===== src/rtl/clock_disp_ctrl.sv =====
// rtl/clock_disp_ctrl.sv - HH:MM:SS BCD clock with key-driven time setting and display control
//
// Ports:
//   clk       in   1   system clock, rising edge
//   rst_n     in   1   asynchronous active-low reset
//   key_mode  in   1   one-cycle pulse, steps RUN -> SET_HR -> SET_MIN -> SET_SEC -> RUN
//   key_up    in   1   one-cycle pulse, increments the field selected by the SET state
//   din       out  24  BCD digits {hh, mm, ss}, digit i = din[4i+3:4i]
//   din_mask  out  6   digit enable, high = shown (selected field blinks while setting)
//   point_n   out  6   decimal points, low = lit
//   mode      out  2   0 RUN, 1 SET_HR, 2 SET_MIN, 3 SET_SEC

module clock_disp_ctrl #(
  parameter int CLK_FREQ   = 50_000_000,
  parameter int BLINK_HALF = 12_500_000
) (
  input  logic        clk,
  input  logic        rst_n,
  input  logic        key_mode,
  input  logic        key_up,
  output logic [23:0] din,
  output logic [5:0]  din_mask,
  output logic [5:0]  point_n,
  output logic [1:0]  mode
);

  localparam int PW = (CLK_FREQ > 1) ? $clog2(CLK_FREQ) : 1;
  localparam int BW = (BLINK_HALF > 1) ? $clog2(BLINK_HALF) : 1;

  localparam logic [PW-1:0] PRESC_LAST = PW'(CLK_FREQ - 1);
  localparam logic [PW-1:0] PRESC_HALF = PW'(CLK_FREQ / 2);
  localparam logic [BW-1:0] BLINK_LAST = BW'(BLINK_HALF - 1);

  localparam logic [1:0] ST_RUN     = 2'd0;
  localparam logic [1:0] ST_SET_HR  = 2'd1;
  localparam logic [1:0] ST_SET_MIN = 2'd2;
  localparam logic [1:0] ST_SET_SEC = 2'd3;

  localparam logic [5:0] POINT_LIT = 6'b101011;
  localparam logic [5:0] POINT_OFF = 6'b111111;
  localparam logic [5:0] MASK_ALL  = 6'b111111;

  // BCD increment 00..59, wrapping to 00
  function automatic logic [7:0] bcd_inc60(input logic [7:0] v);
    logic [7:0] r;
    if (v == 8'h59) begin
      r = 8'h00;
    end else if (v[3:0] == 4'd9) begin
      r = {v[7:4] + 4'd1, 4'd0};
    end else begin
      r = {v[7:4], v[3:0] + 4'd1};
    end
    return r;
  endfunction

  // BCD increment 00..23, wrapping to 00
  function automatic logic [7:0] bcd_inc24(input logic [7:0] v);
    logic [7:0] r;
    if (v == 8'h23) begin
      r = 8'h00;
    end else if (v[3:0] == 4'd9) begin
      r = {v[7:4] + 4'd1, 4'd0};
    end else begin
      r = {v[7:4], v[3:0] + 4'd1};
    end
    return r;
  endfunction

  logic [1:0]    state_q, state_d;
  logic [PW-1:0] presc_q, presc_d;
  logic [BW-1:0] blink_cnt_q, blink_cnt_d;
  logic          blink_on_q, blink_on_d;
  logic [7:0]    hr_q, hr_d;
  logic [7:0]    min_q, min_d;
  logic [7:0]    sec_q, sec_d;

  logic [23:0]   din_q, din_d;
  logic [5:0]    mask_q, mask_d;
  logic [5:0]    point_q, point_d;
  logic [1:0]    mode_q, mode_d;

  logic          tick;
  logic          up_ok;
  logic          enter_set;

  // State, prescaler and blink control
  always_comb begin
    tick      = (state_q == ST_RUN) && (presc_q == PRESC_LAST);
    // key_mode wins over key_up; key_up does nothing in RUN
    up_ok     = key_up && !key_mode && (state_q != ST_RUN);
    state_d   = key_mode ? state_q + 2'd1 : state_q;
    enter_set = key_mode && (state_d != ST_RUN);

    // Counting only while RUN both now and next; the cycle that returns to
    // RUN still loads 0 so the first tick lands a full CLK_FREQ later.
    if ((state_q == ST_RUN) && (state_d == ST_RUN)) begin
      presc_d = (presc_q == PRESC_LAST) ? '0 : presc_q + PW'(1);
    end else begin
      presc_d = '0;
    end

    // Restart the blink phase so the field is visible right after any edit action
    if (enter_set || up_ok) begin
      blink_cnt_d = '0;
      blink_on_d  = 1'b1;
    end else if (blink_cnt_q == BLINK_LAST) begin
      blink_cnt_d = '0;
      blink_on_d  = !blink_on_q;
    end else begin
      blink_cnt_d = blink_cnt_q + BW'(1);
      blink_on_d  = blink_on_q;
    end
  end

  // Time of day
  always_comb begin
    hr_d  = hr_q;
    min_d = min_q;
    sec_d = sec_q;
    if (tick) begin
      sec_d = bcd_inc60(sec_q);
      if (sec_q == 8'h59) begin
        min_d = bcd_inc60(min_q);
        if (min_q == 8'h59) begin
          hr_d = bcd_inc24(hr_q);
        end
      end
    end else if (up_ok) begin
      case (state_q)
        ST_SET_HR:  hr_d  = bcd_inc24(hr_q);
        ST_SET_MIN: min_d = bcd_inc60(min_q);
        ST_SET_SEC: sec_d = bcd_inc60(sec_q);
        default:    ;
      endcase
    end
  end

  // Display outputs are built from next-state values so a tick or key_up
  // shows on din in the cycle right after the event.
  always_comb begin
    din_d  = {hr_d, min_d, sec_d};
    mode_d = state_d;

    mask_d = MASK_ALL;
    if (!blink_on_d) begin
      case (state_d)
        ST_SET_HR:  mask_d = 6'b001111;
        ST_SET_MIN: mask_d = 6'b110011;
        ST_SET_SEC: mask_d = 6'b111100;
        default:    mask_d = MASK_ALL;
      endcase
    end

    if (state_d != ST_RUN) begin
      point_d = POINT_LIT;
    end else if (presc_d < PRESC_HALF) begin
      point_d = POINT_LIT;
    end else begin
      point_d = POINT_OFF;
    end
  end

  always_ff @(posedge clk or negedge rst_n) begin
    if (!rst_n) begin
      state_q     <= ST_RUN;
      presc_q     <= '0;
      blink_cnt_q <= '0;
      blink_on_q  <= 1'b1;
      hr_q        <= 8'h00;
      min_q       <= 8'h00;
      sec_q       <= 8'h00;
      din_q       <= 24'h000000;
      mask_q      <= MASK_ALL;
      point_q     <= POINT_OFF;
      mode_q      <= ST_RUN;
    end else begin
      state_q     <= state_d;
      presc_q     <= presc_d;
      blink_cnt_q <= blink_cnt_d;
      blink_on_q  <= blink_on_d;
      hr_q        <= hr_d;
      min_q       <= min_d;
      sec_q       <= sec_d;
      din_q       <= din_d;
      mask_q      <= mask_d;
      point_q     <= point_d;
      mode_q      <= mode_d;
    end
  end

  assign din      = din_q;
  assign din_mask = mask_q;
  assign point_n  = point_q;
  assign mode     = mode_q;

endmodule


===== config.mk =====
export PLATFORM = sky130hd
export DESIGN_NAME = clock_disp_ctrl
export DESIGN_NICKNAME = d
export VERILOG_FILES = /design/src/rtl/clock_disp_ctrl.sv
export SDC_FILE = /design/constraint.sdc
export NUM_CORES = 1
export LEC_CHECK = 0
export CORE_UTILIZATION = 55
export DETAILED_ROUTE_END_ITERATION = 10
export DONT_BUFFER_PORTS = 1
export PLACE_DENSITY = 0.81
export SYNTH_ARGS = -nofsm -noshare
export SYNTH_HDL_FRONTEND = slang
export SYNTH_SLANG_ARGS = --single-unit

===== constraint.sdc =====
create_clock -name clk -period 2.9 [get_ports clk]
set_input_delay 0.29 -clock clk [delete_from_list [all_inputs] [get_ports clk]]
set_output_delay 0.29 -clock clk [all_outputs]
set_load 0.1 [all_outputs]

==> results of run 1 <==
[area by class of cell]
class                   instances  area, sq um
well taps                     102          128
multi-input cells             346         2200
clock inverters                 3         42.5
flip-flops and latches         81         2030
inverters                      21         78.8
clock buffers                  11          141
repair buffers                 31          255
fillers                       595         2850
[kinds of logic (layout without fill, tap and decap cells)]
kind of cell	after synthesis	count (layout)	synth area share [%]
compound gates	56	56	8.10
xor+xnor	52	52	10.3
fa+ha+maj	18	18	5.10
buf+inv	42	66	4.45
flops	81	81	46.0
mux	4	4	0.992
other cells	1	4	0.0849
simple gates	212	212	24.9
[report_power, final]
| group | switching, W | total [W] | internal [W] | leakage [nW] |
|---|---|---|---|---|
| registers | 0.000102 | 0.00136 | 0.00126 | 1.08 |
| logic | 0.00134 | 0.00173 | 0.000389 | 0.982 |
| clock network | 0.000393 | 0.000804 | 0.000411 | 0.0913 |
[state kept, by name, indices dropped and copies added, names as in the netlist]
signal and flops:
presc_q 26, blink_cnt_q 24, din 24, din_mask 3, mode 2, blink_on_q 1, point_n 1
[Yosys cell counts, types with 3 or more instances]
| library cell | n | area share [%] |
|---|---|---|
| and3b_1 | 3 | 0.60 |
| xnor2_1 | 28 | 5.6 |
| nand4_1 | 15 | 2.1 |
| nand2_1 | 37 | 3.1 |
| buf_4 | 8 | 1.4 |
| o21ai_0 | 19 | 2.2 |
| nor4_1 | 4 | 0.57 |
| and4_1 | 4 | 0.79 |
| inv_1 | 21 | 1.8 |
| and3_1 | 9 | 1.3 |
| nand3_1 | 23 | 2.6 |
| ha_1 | 18 | 5.1 |
| xor2_1 | 24 | 4.8 |
| and2_1 | 6 | 0.85 |
| dfrtp_1 | 76 | 43 |
| dfstp_2 | 5 | 3.0 |
| mux2_2 | 3 | 0.77 |
| nor3_1 | 15 | 1.7 |
| a31oi_1 | 4 | 0.57 |
| clkbuf_1 | 11 | 0.94 |
| a21o_1 | 5 | 0.85 |
| nor2_1 | 66 | 5.6 |
| or3_1 | 7 | 0.99 |
| a21oi_1 | 11 | 1.2 |
[worst max path at each step]
stage,start,end,slack [ps],cells after the start
final,presc_q[8],din[23],360,7
after global routing,presc_q[0],din[23],100,8
after CTS,presc_q[0],din[23],350,8
after detailed placement,presc_q[0],din[23],360,8
after global placement,presc_q[0],din[23],450,8
after floorplan,din[0],din[23],30,10
[cell usage in the layout (no fill, tap or decap), types with 9 or more instances in the layout]
| cell type | instances |
|---|---|
| a21oi_1 | 11 |
| ha_1 | 18 |
| o21ai_0 | 19 |
| nor2_1 | 66 |
| dfrtp_1 | 76 |
| nand4_1 | 15 |
| xnor2_1 | 28 |
| inv_1 | 21 |
| nor3_1 | 15 |
| nand2_1 | 37 |
| and3_1 | 9 |
| nand3_1 | 23 |
| clkbuf_8 | 10 |
| buf_4 | 29 |
| xor2_1 | 24 |
[repair_timing]
item / CTS / global route
setup endpoints to repair: 0 / 0
endpoints found under the hold margin: 81 / 0
hold buffers: 2 / 0
[per-stage QoR]
stage,instance area (sq um),cells,setup WS (ps)
final,4880,595,359
after global routing,4880,595,96.4
after CTS,4880,595,347
after detailed placement,4650,579,357
after global placement,4650,579,455
after floorplan,4430,469,34.2
[worst max-delay path, stage by stage (launching register included)]
cell	delay, ps
dfrtp_1	490
nor4_1	430
nand4_2	210
nor4_2	350
a22o_1	360
and4b_4	310
nand4_1	120
xnor2_1	160
[routing by layer]
layer	vias up	GRT usage (%)
met5	-	0
met3	24	4.52
met4	0	11.6
met1	1708	27.8
met2	84	36.0
li1	1640	-
==> results.tsv, run 1 <==
metric	value	unit
status	complete, no violations	
Final HPWL DP	6.06	mm
r2r startpoint	presc_q[8]	
hold endpoint	mode[0]	
Max Slew Vio Count	0	
DR vias/cell	5.81	
setup bufs post-CTS	0	
Synth cell types	60	
synthesized instance count	466	
area growth from synthesis to layout	10.4	%
pin count of the biggest net entering global routing	82	
Overall Power	0.00389	W
max layer used	met4	
Routability Congestion	0.863	
synthesis warning total	0	
WHS Path Cells	1	
critical path startpoint category	flip-flop	
Port Buffers	0	
R2R Path End	din[23]	
Post-synth EDFFs	0	
utilization after layout	63.1	%
CTS Root Cell	clkbuf_8	
Die Y	91.6	um
CTS tree	built	
CP max FO	10	
RSZ-0062 raised after global routing	no	
FMAX	394	MHz
deepest clock path buffer count	2	
number of global-route vias before repair	3240	
Row Count	32	
I/O Pins	42	
core footprint	7730	sq um
syn_area_per_cell	9.48	sq um
worst-margin pin slew	987	ps
final net count	512	
post-CTS sizing	0	
Top FF cell, synth	dfrtp_1	
leakage	2.15	nW
FF-to-FF path depth	7	
residual DRC count	0	
Die W	91.6	um
H-tree levels	3	
Post-synth ARST share	100	%
share of cells above drive strength 1	13.8	%
Hold Fails Final Rpt	0	
Syn Std Cell Area	4420	sq um
Setup Skew	12.9	ps
Max-Slew Margin vs Limit	34.4	%
CTS buffer count	9	
DR iter-0 viols	175	
HP Start	key_mode	
total wire length	8.79	mm
WL met3	341	um
register bit total from synthesis	81	
detailed-route via count	3456	
setup_tns	0	ps
GR Overflow Total	0	
worst-skew pair later-pin latency	350	ps
clock slew at reported path FFs	80	ps
wire per inst	14.8	um
sequential-to-total area share from yosys stat	46.0	%
Max Cap Viol	0	
first-pass GRT wire length	14.7	mm
Req. time, crit path	3130	ps
critical path endpoint category	flip-flop	
crit path kind	reg2reg	
Hold Worst Slack	86.5	ps
total global-route track usage	22.2	%
minimum clock period	2540	ps
routed length on met1	3.94	mm
hold crit path type	in2reg	
VDD IR max	0.504	mV
drt pass-1 iters	4	
met2 WL	4.30	mm
flop-to-flop setup slack	360	ps
Initial Util	57.1	%
Data arrival, critical path	2770	ps
total die area	8390	sq um
final worst-path cycle share	87.6	%
Power Dens Cells	798	nW/um^2
initial antenna violation count	0	
Sink Count	81	
post-route ant nets	0	
antenna diode count	0	
# setup viols final	0	
(Power assumes the default switching activity.)
==> run 2, diff against run 1 <==
--- a/config.mk
+++ b/config.mk
@@ -6,6 +6,7 @@
 export NUM_CORES = 1
 export LEC_CHECK = 0
 export CORE_UTILIZATION = 55
+export CTS_CLUSTER_DIAMETER = 200
 export DETAILED_ROUTE_END_ITERATION = 10
 export DONT_BUFFER_PORTS = 1
 export PLACE_DENSITY = 0.81
==> results of run 2 <==
The final DEF is identical to that of run 1; final timing and power are the same.
